===== config.mk =====
export PLATFORM = sky130hd
export DESIGN_NAME = axi_pack_ssr_read_issuer
export DESIGN_NICKNAME = d
export VERILOG_FILES = /design/src/rtl/axi_pack_pkg.sv /design/src/rtl/axi_pack_ssr_read_issuer.sv
export SDC_FILE = /design/constraint.sdc
export NUM_CORES = 2
export LEC_CHECK = 0
export CORE_MARGIN = 5
export CORE_UTILIZATION = 52
export CTS_BUF_LIST = sky130_fd_sc_hd__clkbuf_8
export CTS_CLUSTER_DIAMETER = 60
export CTS_CLUSTER_SIZE = 28
export DETAILED_ROUTE_END_ITERATION = 16
export PLACE_DENSITY_LB_ADDON = 0.08
export SYNTH_ARGS = -nofsm -noshare
export SYNTH_HDL_FRONTEND = slang
export SYNTH_SLANG_ARGS = --single-unit

===== constraint.sdc =====
create_clock -name clk_i -period 8.85 [get_ports clk_i]
set_input_delay 1.77 -clock clk_i [delete_from_list [all_inputs] [get_ports clk_i]]
set_output_delay 1.77 -clock clk_i [all_outputs]
set_load 0.02 [all_outputs]

===== src/rtl/axi_pack_pkg.sv =====
// Shared SSR AXI types and constants for the axi_pack datapath.
package axi_pack_pkg;

  localparam int unsigned SsrAddrWidth = 32;
  localparam int unsigned SsrDataWidth = 32;
  localparam int unsigned SsrIdWidth   = 2;

  localparam logic [1:0] BurstIncr  = 2'b01;
  localparam logic [1:0] RespOkay   = 2'b00;
  localparam logic [1:0] RespSlvErr = 2'b10;

  typedef struct packed {
    logic       indirect_enable;
    logic [3:0] elem_tag;
  } ssr_user_t;

  typedef struct packed {
    logic [SsrIdWidth-1:0]   id;
    logic [SsrAddrWidth-1:0] addr;
    logic [7:0]              len;
    logic [2:0]              size;
    logic [1:0]              burst;
    logic                    lock;
    logic [3:0]              cache;
    logic [2:0]              prot;
    logic [3:0]              qos;
    logic [3:0]              region;
    ssr_user_t               user;
  } ssr_ax_chan_t;

  typedef struct packed {
    logic [SsrDataWidth-1:0]   data;
    logic [SsrDataWidth/8-1:0] strb;
    logic                      last;
  } ssr_w_chan_t;

  typedef struct packed {
    logic [SsrIdWidth-1:0] id;
    logic [1:0]            resp;
  } ssr_b_chan_t;

  typedef struct packed {
    logic [SsrIdWidth-1:0]   id;
    logic [SsrDataWidth-1:0] data;
    logic [1:0]              resp;
    logic                    last;
    ssr_user_t               user;
  } ssr_r_chan_t;

  typedef struct packed {
    ssr_ax_chan_t aw;
    logic         aw_valid;
    ssr_w_chan_t  w;
    logic         w_valid;
    logic         b_ready;
    ssr_ax_chan_t ar;
    logic         ar_valid;
    logic         r_ready;
  } ssr_req_t;

  typedef struct packed {
    logic        aw_ready;
    logic        ar_ready;
    logic        w_ready;
    logic        b_valid;
    ssr_b_chan_t b;
    logic        r_valid;
    ssr_r_chan_t r;
  } ssr_rsp_t;

  // AXI size encoding for a beat of the given byte count.
  function automatic logic [2:0] axi_size(input int unsigned bytes);
    return 3'($clog2(bytes));
  endfunction

endpackage


===== src/rtl/axi_pack_ssr_read_issuer.sv =====
// Splits a strided element descriptor into AR bursts and streams R data back out.
module axi_pack_ssr_read_issuer
  import axi_pack_pkg::*;
#(
  parameter int unsigned AddrWidth          = 32,
  parameter int unsigned DataWidth          = 32,
  parameter int unsigned AxiIdWidth         = 2,
  parameter int unsigned MaxBurstLen        = 256,
  parameter int unsigned NumOutstandingRead = 2,
  parameter type         axi_ssr_req_t      = ssr_req_t,
  parameter type         axi_ssr_rsp_t      = ssr_rsp_t
) (
  input  logic                 clk_i,
  input  logic                 rst_i,
  input  logic                 desc_valid_i,
  output logic                 desc_ready_o,
  input  logic [AddrWidth-1:0] desc_addr_i,
  input  logic [31:0]          desc_num_i,
  input  logic [AddrWidth-1:0] desc_stride_i,
  input  ssr_user_t            desc_user_i,
  output axi_ssr_req_t         axi_ssr_req_o,
  input  axi_ssr_rsp_t         axi_ssr_rsp_i,
  output logic [DataWidth-1:0] data_o,
  output logic                 data_valid_o,
  input  logic                 data_ready_i,
  output logic                 data_last_o,
  output logic                 done_o,
  output logic                 err_o
);

  localparam int unsigned OutsWidth = $clog2(NumOutstandingRead + 1);

  localparam logic [1:0] IDLE  = 2'd0;
  localparam logic [1:0] ISSUE = 2'd1;
  localparam logic [1:0] DRAIN = 2'd2;

  logic [1:0]           r_state;
  logic [1:0]           w_state_nxt;
  logic [AddrWidth-1:0] r_base;
  logic [AddrWidth-1:0] r_stride;
  ssr_user_t            r_user;
  logic [31:0]          r_remaining;
  logic [31:0]          r_issued;
  logic [OutsWidth-1:0] r_outstanding;
  logic                 r_err;

  logic                 w_desc_hs;
  logic                 w_ar_valid;
  logic                 w_ar_hs;
  logic                 w_r_hs;
  logic                 w_r_last_hs;
  logic [31:0]          w_beats;
  logic [AddrWidth-1:0] w_ar_addr;
  logic                 w_unused;

  assign w_desc_hs   = desc_valid_i && (r_state == IDLE);
  assign w_ar_valid  = (r_state == ISSUE) &&
                       (r_outstanding < OutsWidth'(NumOutstandingRead));
  assign w_ar_hs     = w_ar_valid && axi_ssr_rsp_i.ar_ready;
  assign w_r_hs      = axi_ssr_rsp_i.r_valid && data_ready_i;
  assign w_r_last_hs = w_r_hs && axi_ssr_rsp_i.r.last;
  assign w_beats     = (r_remaining > 32'(MaxBurstLen)) ? 32'(MaxBurstLen) : r_remaining;
  assign w_ar_addr   = r_base + AddrWidth'(r_issued) * r_stride;

  // State register.
  always_ff @(posedge clk_i or posedge rst_i) begin
    if (rst_i) r_state <= IDLE;
    else       r_state <= w_state_nxt;
  end

  // Next-state: accept, issue until every beat is requested, then wait for all bursts to return.
  always_comb begin
    w_state_nxt = r_state;
    case (r_state)
      IDLE:    if (desc_valid_i) w_state_nxt = (desc_num_i == 32'd0) ? DRAIN : ISSUE;
      ISSUE:   if (w_ar_hs && (r_remaining == w_beats)) w_state_nxt = DRAIN;
      DRAIN:   if (r_outstanding == '0) w_state_nxt = IDLE;
      default: w_state_nxt = IDLE;
    endcase
  end

  // Descriptor latch, issue progress and sticky read error.
  always_ff @(posedge clk_i or posedge rst_i) begin
    if (rst_i) begin
      r_base      <= '0;
      r_stride    <= '0;
      r_user      <= '0;
      r_remaining <= '0;
      r_issued    <= '0;
      r_err       <= 1'b0;
    end else if (w_desc_hs) begin
      r_base      <= desc_addr_i;
      r_stride    <= desc_stride_i;
      r_user      <= desc_user_i;
      r_remaining <= desc_num_i;
      r_issued    <= '0;
      r_err       <= 1'b0;
    end else begin
      if (w_ar_hs) begin
        r_issued    <= r_issued + w_beats;
        r_remaining <= r_remaining - w_beats;
      end
      if (w_r_hs && axi_ssr_rsp_i.r.resp[1]) r_err <= 1'b1;
    end
  end

  // In-flight burst count: up on AR accept, down on the closing R beat.
  always_ff @(posedge clk_i or posedge rst_i) begin
    if (rst_i) begin
      r_outstanding <= '0;
    end else if (w_ar_hs && !w_r_last_hs) begin
      r_outstanding <= r_outstanding + OutsWidth'(1);
    end else if (!w_ar_hs && w_r_last_hs && (r_outstanding != '0)) begin
      r_outstanding <= r_outstanding - OutsWidth'(1);
    end
  end

  // AXI request: read-only master, AR payload derived from held registers so it stays stable.
  always_comb begin
    axi_ssr_req_o          = '0;
    axi_ssr_req_o.b_ready  = 1'b1;
    axi_ssr_req_o.ar_valid = w_ar_valid;
    axi_ssr_req_o.ar.id    = SsrIdWidth'({AxiIdWidth{1'b0}});
    axi_ssr_req_o.ar.addr  = SsrAddrWidth'(w_ar_addr);
    axi_ssr_req_o.ar.len   = 8'(w_beats - 32'd1);
    axi_ssr_req_o.ar.size  = axi_size(DataWidth / 8);
    axi_ssr_req_o.ar.burst = BurstIncr;
    axi_ssr_req_o.ar.user  = r_user;
    axi_ssr_req_o.r_ready  = data_ready_i;
  end

  assign desc_ready_o = (r_state == IDLE);
  assign data_o       = DataWidth'(axi_ssr_rsp_i.r.data);
  assign data_valid_o = axi_ssr_rsp_i.r_valid;
  assign data_last_o  = axi_ssr_rsp_i.r_valid && axi_ssr_rsp_i.r.last &&
                        (r_state == DRAIN) && (r_outstanding == OutsWidth'(1));
  assign done_o       = (r_state == DRAIN) && (r_outstanding == '0);
  assign err_o        = r_err;

  assign w_unused = ^{axi_ssr_rsp_i.aw_ready, axi_ssr_rsp_i.w_ready, axi_ssr_rsp_i.b_valid,
                      axi_ssr_rsp_i.b, axi_ssr_rsp_i.r.id, axi_ssr_rsp_i.r.resp[0],
                      axi_ssr_rsp_i.r.user};

endmodule


==> metrics list <==
* Outcome: complete, but fails checks
- Violations in the final reports: setup timing
- In the finished design, the share of the clock period the worst path needs comes to 1.04.
* Met3 capacity usage during global routing: 0.0446
- Type of origin of the critical path: flip-flop
- For the final database, setup skew stands at roughly 0.024 ns.
- Post-synth EDFFs: 0
- For this run, the register share of the synthesized area comes to 0.135.
* Hpwl dp: between 50 and 60 mm
* CP Data Arrival Time: 7.39 ns
- At the later pin of the worst-skew pair, clock insertion delay measures between 0.4 and 0.5 ns.
- Y dimension of the die: about 230 um
- Reg2reg setup slack: between 3 and 4 ns
* Number of DRC markers after the initial detailed-route iteration: approximately 1100
- Counting flops with an async set or reset pin after synthesis yields a share of 1.00.
* Critical Path Max Stage Delay: between 0.5 and 0.6 ns
- Peak-usage layer in the global routing report: met2
- The endpoint identified for the worst register-to-register timing path is r_issued[31].
- Pins Over Slew Limit: 0
- Entering global routing, the biggest net connects between 90 and 100 pins.
- In the final layout, the share of cells above drive strength 1 is 0.119.
- Core region area: 48700 um2
- Among all flip-flop cells after synthesis, the most frequent one is sky130_fd_sc_hd__dfrtp_1.
- Post-route DRC violation count: 0
- CTS Buffer Depth: 2
* Starting density of the core: 0.523
- Input and output buffers added on the ports amount to between 150 and 200.
- The average instance in the mapped netlist occupies ~8.8 um2.
* Aggregate routed wire length: about 70 mm
- The worst hold path terminates at axi_ssr_req_o[5].
- WL/cell: 18.2 um
- Across all layers, the routed design uses 19559 vias.
- Num CTS Buffers: 17
* Area contributors post-synth: sky130_fd_sc_hd__fa_1, sky130_fd_sc_hd__dfrtp_1, sky130_fd_sc_hd__and2_1
* Area growth syn-to-layout: 16.1%
- Number of antenna-violating nets in the routed design: 0
- CP most frequent cell: sky130_fd_sc_hd__fa_1
* Final-layout fill cell count: roughly 4300
- TritonCTS built the clock tree.
* Max Cap Viol: 0
- DRT Pass-1 Iters: 5
- The share of synthesized area in the top cell type comes to 0.344.
- The worst register-to-register path begins at r_remaining[18].
- Type of the most critical hold path: flip-flop to flip-flop
* Total number of clock tree sinks: between 100 and 150
- Endpoint type of the worst setup path: primary output
- Along the worst hold path, the cell count comes to 2.
- Initial antenna violation count: 0
- In the global route stage, met2 resource usage came out at 0.465.
- Setup repair after global routing missed its margin: yes
- Of all nets on the critical path, the largest fanout is 7.
- The clock tree synthesis step divided the H-tree into 4 levels.
- Global Route met1 Usage: 0.357
- The first global-routing pass estimated roughly 110 mm of wire.
- For the worst setup path, the data required time is a little over 7 ns.
* Routed vias/inst: between 5 and 6
* Cell area after placement: ~28000 um2
- Transition time at the pin with the least slew margin: between 1 and 1.5 ns
* Area of all placed cells without fillers: 29600 um2
- Worst Min Path Start: axi_ssr_req_o[5]
- Total die area: 53600 um2
- The critical path in this run is classified as flip-flop to primary output.
- The cell area that synthesis handed to floorplanning was 25500 um2.
- For this run the aggregate overflow at the end of global routing stands at 0.
- Synth cell count leaders: sky130_fd_sc_hd__inv_1, sky130_fd_sc_hd__nand2_1, sky130_fd_sc_hd__fa_1
- Number of distinct library cells after synthesis: between 70 and 80
- For the finished layout, the period the worst path requires is about 9 ns.
- In this run the count of I/O pins placed on the die edge is roughly 370.
- Buffers and inverters on the worst path: 10
* Die extent in x: 231 um
* Reg2reg path depth: 13
* Number of setup violations in the final report: 6
- Synth Warn #: 0
* Syn Inst Count: a little under 3000
- Tracing the worst setup path back leads to its startpoint at r_stride[4].
- Across all setup checks in the final design, the least slack found is -0.312 ns.
- Library cell with the largest summed area after synthesis: sky130_fd_sc_hd__fa_1
* Standard-cell rows: 81
- The number of global-route vias before repair came to 21144.
- Gpl congestion: 0.915
- The count of endpoints failing hold in the final timing report came to 0.
- Global-route total usage across every layer: 0.268
- After clock tree synthesis, the clock-pin slew on the worst setup and hold paths is roughly 0.08 ns.
- In this design, the largest share of critical-path delay is due to adder cells.
- Worst-case hold slack: 0.477 ns
* Remaining max-slew budget at the tightest pin: 0.272
- FF+latch count, synth: approximately 140
* Most used standard cell by instance count after synthesis: sky130_fd_sc_hd__inv_1
- # nets final: between 3000 and 4000
- Root Buffer: sky130_fd_sc_hd__clkbuf_8
- Peak Freq: between 0.1 and 0.15 GHz
* Cell with the largest stage delay on the worst path: sky130_fd_sc_hd__fa_2
==> what timing repair did <==
| item | in CTS | in global routing |
|---|---|---|
| setup buffers | 24 | 2 |
| endpoints found under the hold margin | 0 | 0 |
| pin swaps | 63 | 32 |
| hold buffers | 0 | 0 |
| gates resized for setup | 160 | 44 |
| endpoints found under the setup margin | 21 | 20 |
==> area by class of cell <==
class,instances,area (um2),area share
Multi-Input combinational cell,2112,19400,0.655
Clock inverter,14,168,0.00566
Timing Repair Buffer,391,3560,0.120
Sequential cell,138,3470,0.117
Inverter,515,1940,0.0654
Clock buffer,18,248,0.00836
Tap cell,664,831,0.0281
Antenna cell,1,2.50,0.0000845
==> per-layer routing <==
layer,wire length [um],vias up,part of all wire
met5,0,-,0
met3,4200,87,0.060
met4,1440,0,0.020
met2,34800,498,0.50
met1,29700,9922,0.42
li1,-,9052,-
==> worst register-to-register path: stages (launching register included) <==
cell,delay [ns]
sky130_fd_sc_hd__dfrtp_1,0.43
sky130_fd_sc_hd__or4_1,0.64
sky130_fd_sc_hd__nor4b_2,0.47
sky130_fd_sc_hd__and4_4,0.42
sky130_fd_sc_hd__and2_1,0.22
sky130_fd_sc_hd__ha_1,0.25
sky130_fd_sc_hd__o21ai_0,0.18
sky130_fd_sc_hd__o21ai_0,0.21
sky130_fd_sc_hd__a31oi_1,0.17
sky130_fd_sc_hd__o21ai_0,0.62
sky130_fd_sc_hd__o21ai_0,0.38
sky130_fd_sc_hd__o21a_1,0.31
sky130_fd_sc_hd__o311ai_0,0.51
sky130_fd_sc_hd__o211ai_1,0.18
==> stage by stage <==
step	TNS (ns)	std cells	setup slack, ns	util
floorplan	0	3063	0.220	-
global placement	-4.00	3795	-0.836	0.585
detailed placement	-4.85	3795	-0.894	0.585
CTS	-1.82	3850	-0.407	0.604
global route	-3.75	3852	-0.599	0.608
finish	-1.55	3853	-0.312	0.608
==> kinds of logic (layout without fill, tap and decap cells) <==
kind of cell,count (synthesis),after routing,share of synthesized area
AND/OR/NAND/NOR,972,972,0.188
buffers and inverters,813,938,0.145
adder cells (fa/ha/maj),598,598,0.422
AO/OA/AOI/OAI,268,268,0.0675
flip-flops,138,138,0.135
XOR/XNOR,118,118,0.0405
other,2,155,0.000294
multiplexers,2,2,0.000785
==> sequential cells by signal, summed over array words and instances (netlist names) <==
signal / cells
r_base: 32
r_outstanding: 2
r_stride: 32
r_state: 2
axi_ssr_req_o: 5
err_o: 1
r_remaining: 32
r_issued: 32
==> cells in the final DEF, fill, tap and decap left out, drive strengths merged, types with 4 or more instances in the layout <==
cell / Yosys / layout
a211oi: 13 / 13
a21o: 21 / 21
a21oi: 51 / 51
a221o: 8 / 8
a22oi: 5 / 5
a31oi: 7 / 7
and2: 324 / 324
and3: 5 / 5
buf: 176 / 242
clkbuf: 122 / 19
clkdlybuf4s50: 0 / 140
conb: 2 / 154
dfrtp: 138 / 138
fa: 439 / 439
ha: 159 / 159
inv: 515 / 522
nand2: 456 / 456
nand2b: 10 / 10
nand3: 47 / 47
nand4: 5 / 5
nor2: 54 / 54
nor2b: 5 / 5
nor3: 19 / 19
nor3b: 4 / 4
nor4: 21 / 21
o211ai: 13 / 13
o21a: 10 / 10
o21ai: 97 / 97
o21bai: 7 / 7
o31a: 4 / 4
or3: 5 / 5
or4: 4 / 4
xnor2: 86 / 86
xor2: 32 / 32
==> worst max-delay path by stage <==
stage	end	slack (ns)	cells after the start
2_1_floorplan	axi_ssr_req_o[66]	0.22	26
3_3_place_gp	axi_ssr_req_o[66]	-0.84	26
3_5_place_dp	axi_ssr_req_o[66]	-0.89	22
4_1_cts	axi_ssr_req_o[67]	-0.41	25
5_1_grt	axi_ssr_req_o[64]	-0.60	28
6_report	axi_ssr_req_o[64]	-0.31	28
Power is left out: the tool's default activity adds up to more than one toggle a clock period on the data nets, which glitch-free logic cannot reach.
==> patch 1: new RTL, same settings <==
Set the parameter `DataWidth` to 64 (it was 32).
--- a/src/rtl/axi_pack_ssr_read_issuer.sv
+++ b/src/rtl/axi_pack_ssr_read_issuer.sv
@@ -3,7 +3,7 @@
   import axi_pack_pkg::*;
 #(
   parameter int unsigned AddrWidth          = 32,
-  parameter int unsigned DataWidth          = 32,
+  parameter int unsigned DataWidth          = 64,
   parameter int unsigned AxiIdWidth         = 2,
   parameter int unsigned MaxBurstLen        = 256,
   parameter int unsigned NumOutstandingRead = 2,
Interface: changed (resized data_o); port bits go from 371 to 403. No check against the original RTL was run, so the function may have changed too.
==> patch 1 against the original RTL <==
- the flow still finishes with violations (negative setup slack)
- final area grew 1.3%
- sequential cell count unchanged
- worst setup slack improved by 0.017 ns
- maximum frequency grew 0.19%
- register-to-register slack better by 0.02 ns
- routed wire length rose by 0.94%
- synthesized area is 0.94% higher
- critical path type unchanged
- critical endpoint is now axi_ssr_req_o[63]
Power is left out: the tool's default activity adds up to more than one toggle a clock period on the data nets, which glitch-free logic cannot reach.
==> patch 1: results (changes against the original RTL) <==
[grt]
antenna_found_initial=2  ; +2
grt_max_degree=97  ; +6.6%
grt_pass1_wl_mm=112  ; -0.96%
grt_use_total_pct=26.3  ; -0.47 points
grt_pass1_vias=21000  ; -0.88%

[routing]
via_count=19700  ; +0.61%
first_pass_iters=6  ; +1
drtIter0Drc=1083  ; +1.8%

[worst_setup_path]
cp_slowest_cell=fa_1
worstSetupEndpoint=axi_ssr_req_o[63]
ff2ff_setup_slack_ns=3.74  ; +0.02 ns
crit_path_start=r_stride[0]

[clock_network]
cts.repair.resized=184  ; +15%
insertion_delay_ns=0.53  ; +0.06 ns
cts_setup_buffers=27  ; +13%
clockRootBuffer=clkbuf_8

[sta]
skew_ns=0.0293  ; +0.00480 ns
slew_headroom_pct=26.7  ; -0.55 points
setup_viol_count_final=7  ; +1
fin_ws_ns=-0.295  ; +0.0171 ns

[synth]
ys.flop_type=dfrtp_1
synth_seq_area_share_pct=13.4  ; -0.13 points
muxShareOfSynthArea_pct=0.0777  ; -0.00073 points
synthXorXnorAreaFrac_pct=4.01  ; -0.038 points
synthTopCellsByArea=fa_1 34%, dfrtp_1 13%, and2_1 7.9%, ha_1 7.7%, inv_1 7.5%
synth.cells.most_frequent=515 x inv_1, 456 x nand2_1, 439 x fa_1, 324 x and2_1, 198 x buf_4
synth-compound-area-share_pct=6.69  ; -0.063 points
synth_fa_ha_area_share_pct=41.9  ; -0.39 points

[placed_design]
pre_cts_ws_ns=-0.721  ; +0.173 ns
gp_congestion=0.896  ; -2.1%
dp_hpwl_mm=56.4  ; -2.6%

[finish]
drive_gt1_share_pct=13.4  ; +1.5 points
fillerInstances=4306  ; +0.26%
nNetsFinal=3958  ; +0.74%

[min_path]
min_to=axi_ssr_req_o[6]
hold_depth=2  ; unchanged
min-delay-start=axi_ssr_req_o[6]

[run_status]
status=finished, violations left
violations=negative setup slack

## patch 1: cell count changes after synthesis
cell | before | now
buf_4 | 166 | 198
## patch 1: stage by stage
step	setup TNS (ns)	utilization (%)	instances	hold slack (ns)	area, µm²
after detailed placement	-4.46	58.3	3801	0.463	28500
after floorplan	0	-	3127	0.446	26400
after global routing	-3.93	61.3	3882	0.527	30000
final	-1.58	61.3	3883	0.481	30000
after CTS	-1.41	60.3	3858	0.483	29500
after global placement	-3.68	58.3	3801	0.459	28500
## patch 1: final cells by class
class	count	area [µm²]	area share [%]
Inverter	515	1940	6.46
Sequential cell	138	3480	11.6
Tap cell	664	831	2.77
Timing Repair Buffer	388	3770	12.6
Antenna cell	2	5.00	0.0167
Clock buffer	17	234	0.780
Multi-Input combinational cell	2144	19600	65.4
Clock inverter	15	118	0.392
## patch 1: routing by layer
metal	part of all wire [%]	GRT usage, %	vias up
met5	0	0	-
li1	-	-	9069
met4	3.0	7.29	0
met3	5.7	3.59	114
met1	42	35.5	9949
met2	49	45.0	547
==> patch 2: new RTL, same flow settings <==
Without the edit above. Register the output `err_o` once more, without a reset; this adds one clock of latency there. The other outputs are not delayed to match.
--- a/src/rtl/axi_pack_ssr_read_issuer.sv
+++ b/src/rtl/axi_pack_ssr_read_issuer.sv
@@ -135,7 +135,9 @@
   assign data_last_o  = axi_ssr_rsp_i.r_valid && axi_ssr_rsp_i.r.last &&
                         (r_state == DRAIN) && (r_outstanding == OutsWidth'(1));
   assign done_o       = (r_state == DRAIN) && (r_outstanding == '0);
-  assign err_o        = r_err;
+  always_ff @(posedge clk_i) begin
+    err_o <= r_err;
+  end
 
   assign w_unused = ^{axi_ssr_rsp_i.aw_ready, axi_ssr_rsp_i.w_ready, axi_ssr_rsp_i.b_valid,
                       axi_ssr_rsp_i.b, axi_ssr_rsp_i.r.id, axi_ssr_rsp_i.r.resp[0],
Formal check against the unedited RTL: not equivalent (a bounded check fails within 4 cycles, from zero or initial values and one cycle with rst_i high).
==> patch 2 against the original RTL <==
- the flow still finishes with violations (negative setup slack)
- final area up 0.25%
- sequential cell count is 1 higher
- register-to-register slack got worse by 0.08 ns
- synthesized area rose by 0.71%
- largest cell class unchanged
- routed wire length shrank 0.45%
- worst setup slack better by 0.090 ns
Power is left out: the tool's default activity adds up to more than one toggle a clock period on the data nets, which glitch-free logic cannot reach.
==> patch 2: results (changes against the original RTL) <==
[finish]
multi_input_cells=2122  ; +0.47%
non_clock_buffer_area_share_pct=11.7  ; -0.37 points
fillerInstances=4337  ; +0.98%
sh_seq_area_pct=11.8  ; +0.046 points
antenna_cells=1  ; unchanged
fin_util_pct=60.7  ; -0.098 points
buffers=375  ; -4.1%
multi_input_area_share_pct=65.9  ; +0.42 points
clkbuf_count=17  ; -1
drive_gt1_share_pct=13.2  ; +1.3 points
nNonClkInverters=518  ; +0.58%
clk_share_pct=1.29  ; -0.11 points
stdcell_count=3851  ; -0.052%

[synth]
synth_seq_area_share_pct=13.5  ; -0.018 points
muxShareOfSynthArea_pct=0.0779  ; -0.00055 points
synth-compound-area-share_pct=6.93  ; +0.18 points
synthTopCellsByArea=fa_1 34%, dfrtp_1 13%, and2_1 7.7%, ha_1 7.7%, inv_1 7.5%
synth.cells.most_frequent=516 x inv_1, 457 x nand2_1, 439 x fa_1, 318 x and2_1, 166 x buf_4
synthArstFlopShare_pct=99.3  ; -0.72 points
avgSynthCellArea_um2=8.78  ; +0.19%
synthXorXnorAreaFrac_pct=3.85  ; -0.20 points
synth_fa_ha_area_share_pct=41.9  ; -0.30 points
synthDistinctLibCells=85  ; +15%

[clock_network]
clock_sinks=139  ; +0.72%
clk_pin_slew_ns=0.11  ; +0.03 ns
cts.repair.resized=187  ; +17%
cts_setup_buffers=33  ; +38%
insertion_delay_ns=0.55  ; +0.08 ns

[grt]
grt_use_total_pct=26.7  ; -0.12 points
grt_pass1_wl_mm=113  ; -0.68%
grt_max_degree=88  ; -3.3%
grt_pass1_vias=21000  ; -0.88%
antenna_found_initial=2  ; +2

[placed_design]
post-place-cells=3777  ; -0.47%
pre_cts_ws_ns=-0.520  ; +0.374 ns
postPlaceCellArea_um2=28300  ; -0.59%
dp_hpwl_mm=56.8  ; -1.9%
gp_congestion=0.905  ; -1.1%

[routing]
viasPerCell=5.10  ; +0.40%
drt_wl_total_mm=69.8  ; -0.45%
drtIter0Drc=1021  ; -4.0%
first_pass_iters=6  ; +1

[sta]
fin_ws_ns=-0.222  ; +0.0904 ns
finalSetupTns_ns=-0.942  ; +0.609 ns
skew_ns=0.0198  ; -0.00462 ns
slew_headroom_pct=41.3  ; +14 points
setup_viol_count_final=7  ; +1

[worst_setup_path]
crit_fanout=6  ; -1

[run_status]
violations=negative setup slack
status=finished, violations left

==> patch 2: cell count changes after synthesis, sizes merged, moves of 5 or more <==
cell	delta
o311ai	+11
o21ai	-10
o21a	+5
and3	+7
and2	-6
o211ai	-5
nand2	+5
==> patch 2: per-layer routing <==
metal  share of wire (%)  GRT usage [%]
met2                  48           43.5
met1                  45           36.7
met4                 2.3           7.74
met3                 5.1           4.99
met5                   0              0
==> patch 2: path summary, 6_finish.rpt <==
| kind | from | endpoint | slack (ns) | depth (start not counted) |
|---|---|---|---|---|
| max reg2reg | r_remaining[18] | r_issued[31] | 3.64 | 16 |
| max | r_stride[7] | axi_ssr_req_o[67] | -0.22 | 26 |
| min reg2reg | r_err | err_o | 0.40 | 0 |
| max in group asynchronous | rst_i | r_stride[8] | 5.66 | 3 |
| min in group asynchronous | rst_i | axi_ssr_req_o[5] | 1.73 | 2 |
| min | r_err | err_o | 0.40 | 0 |
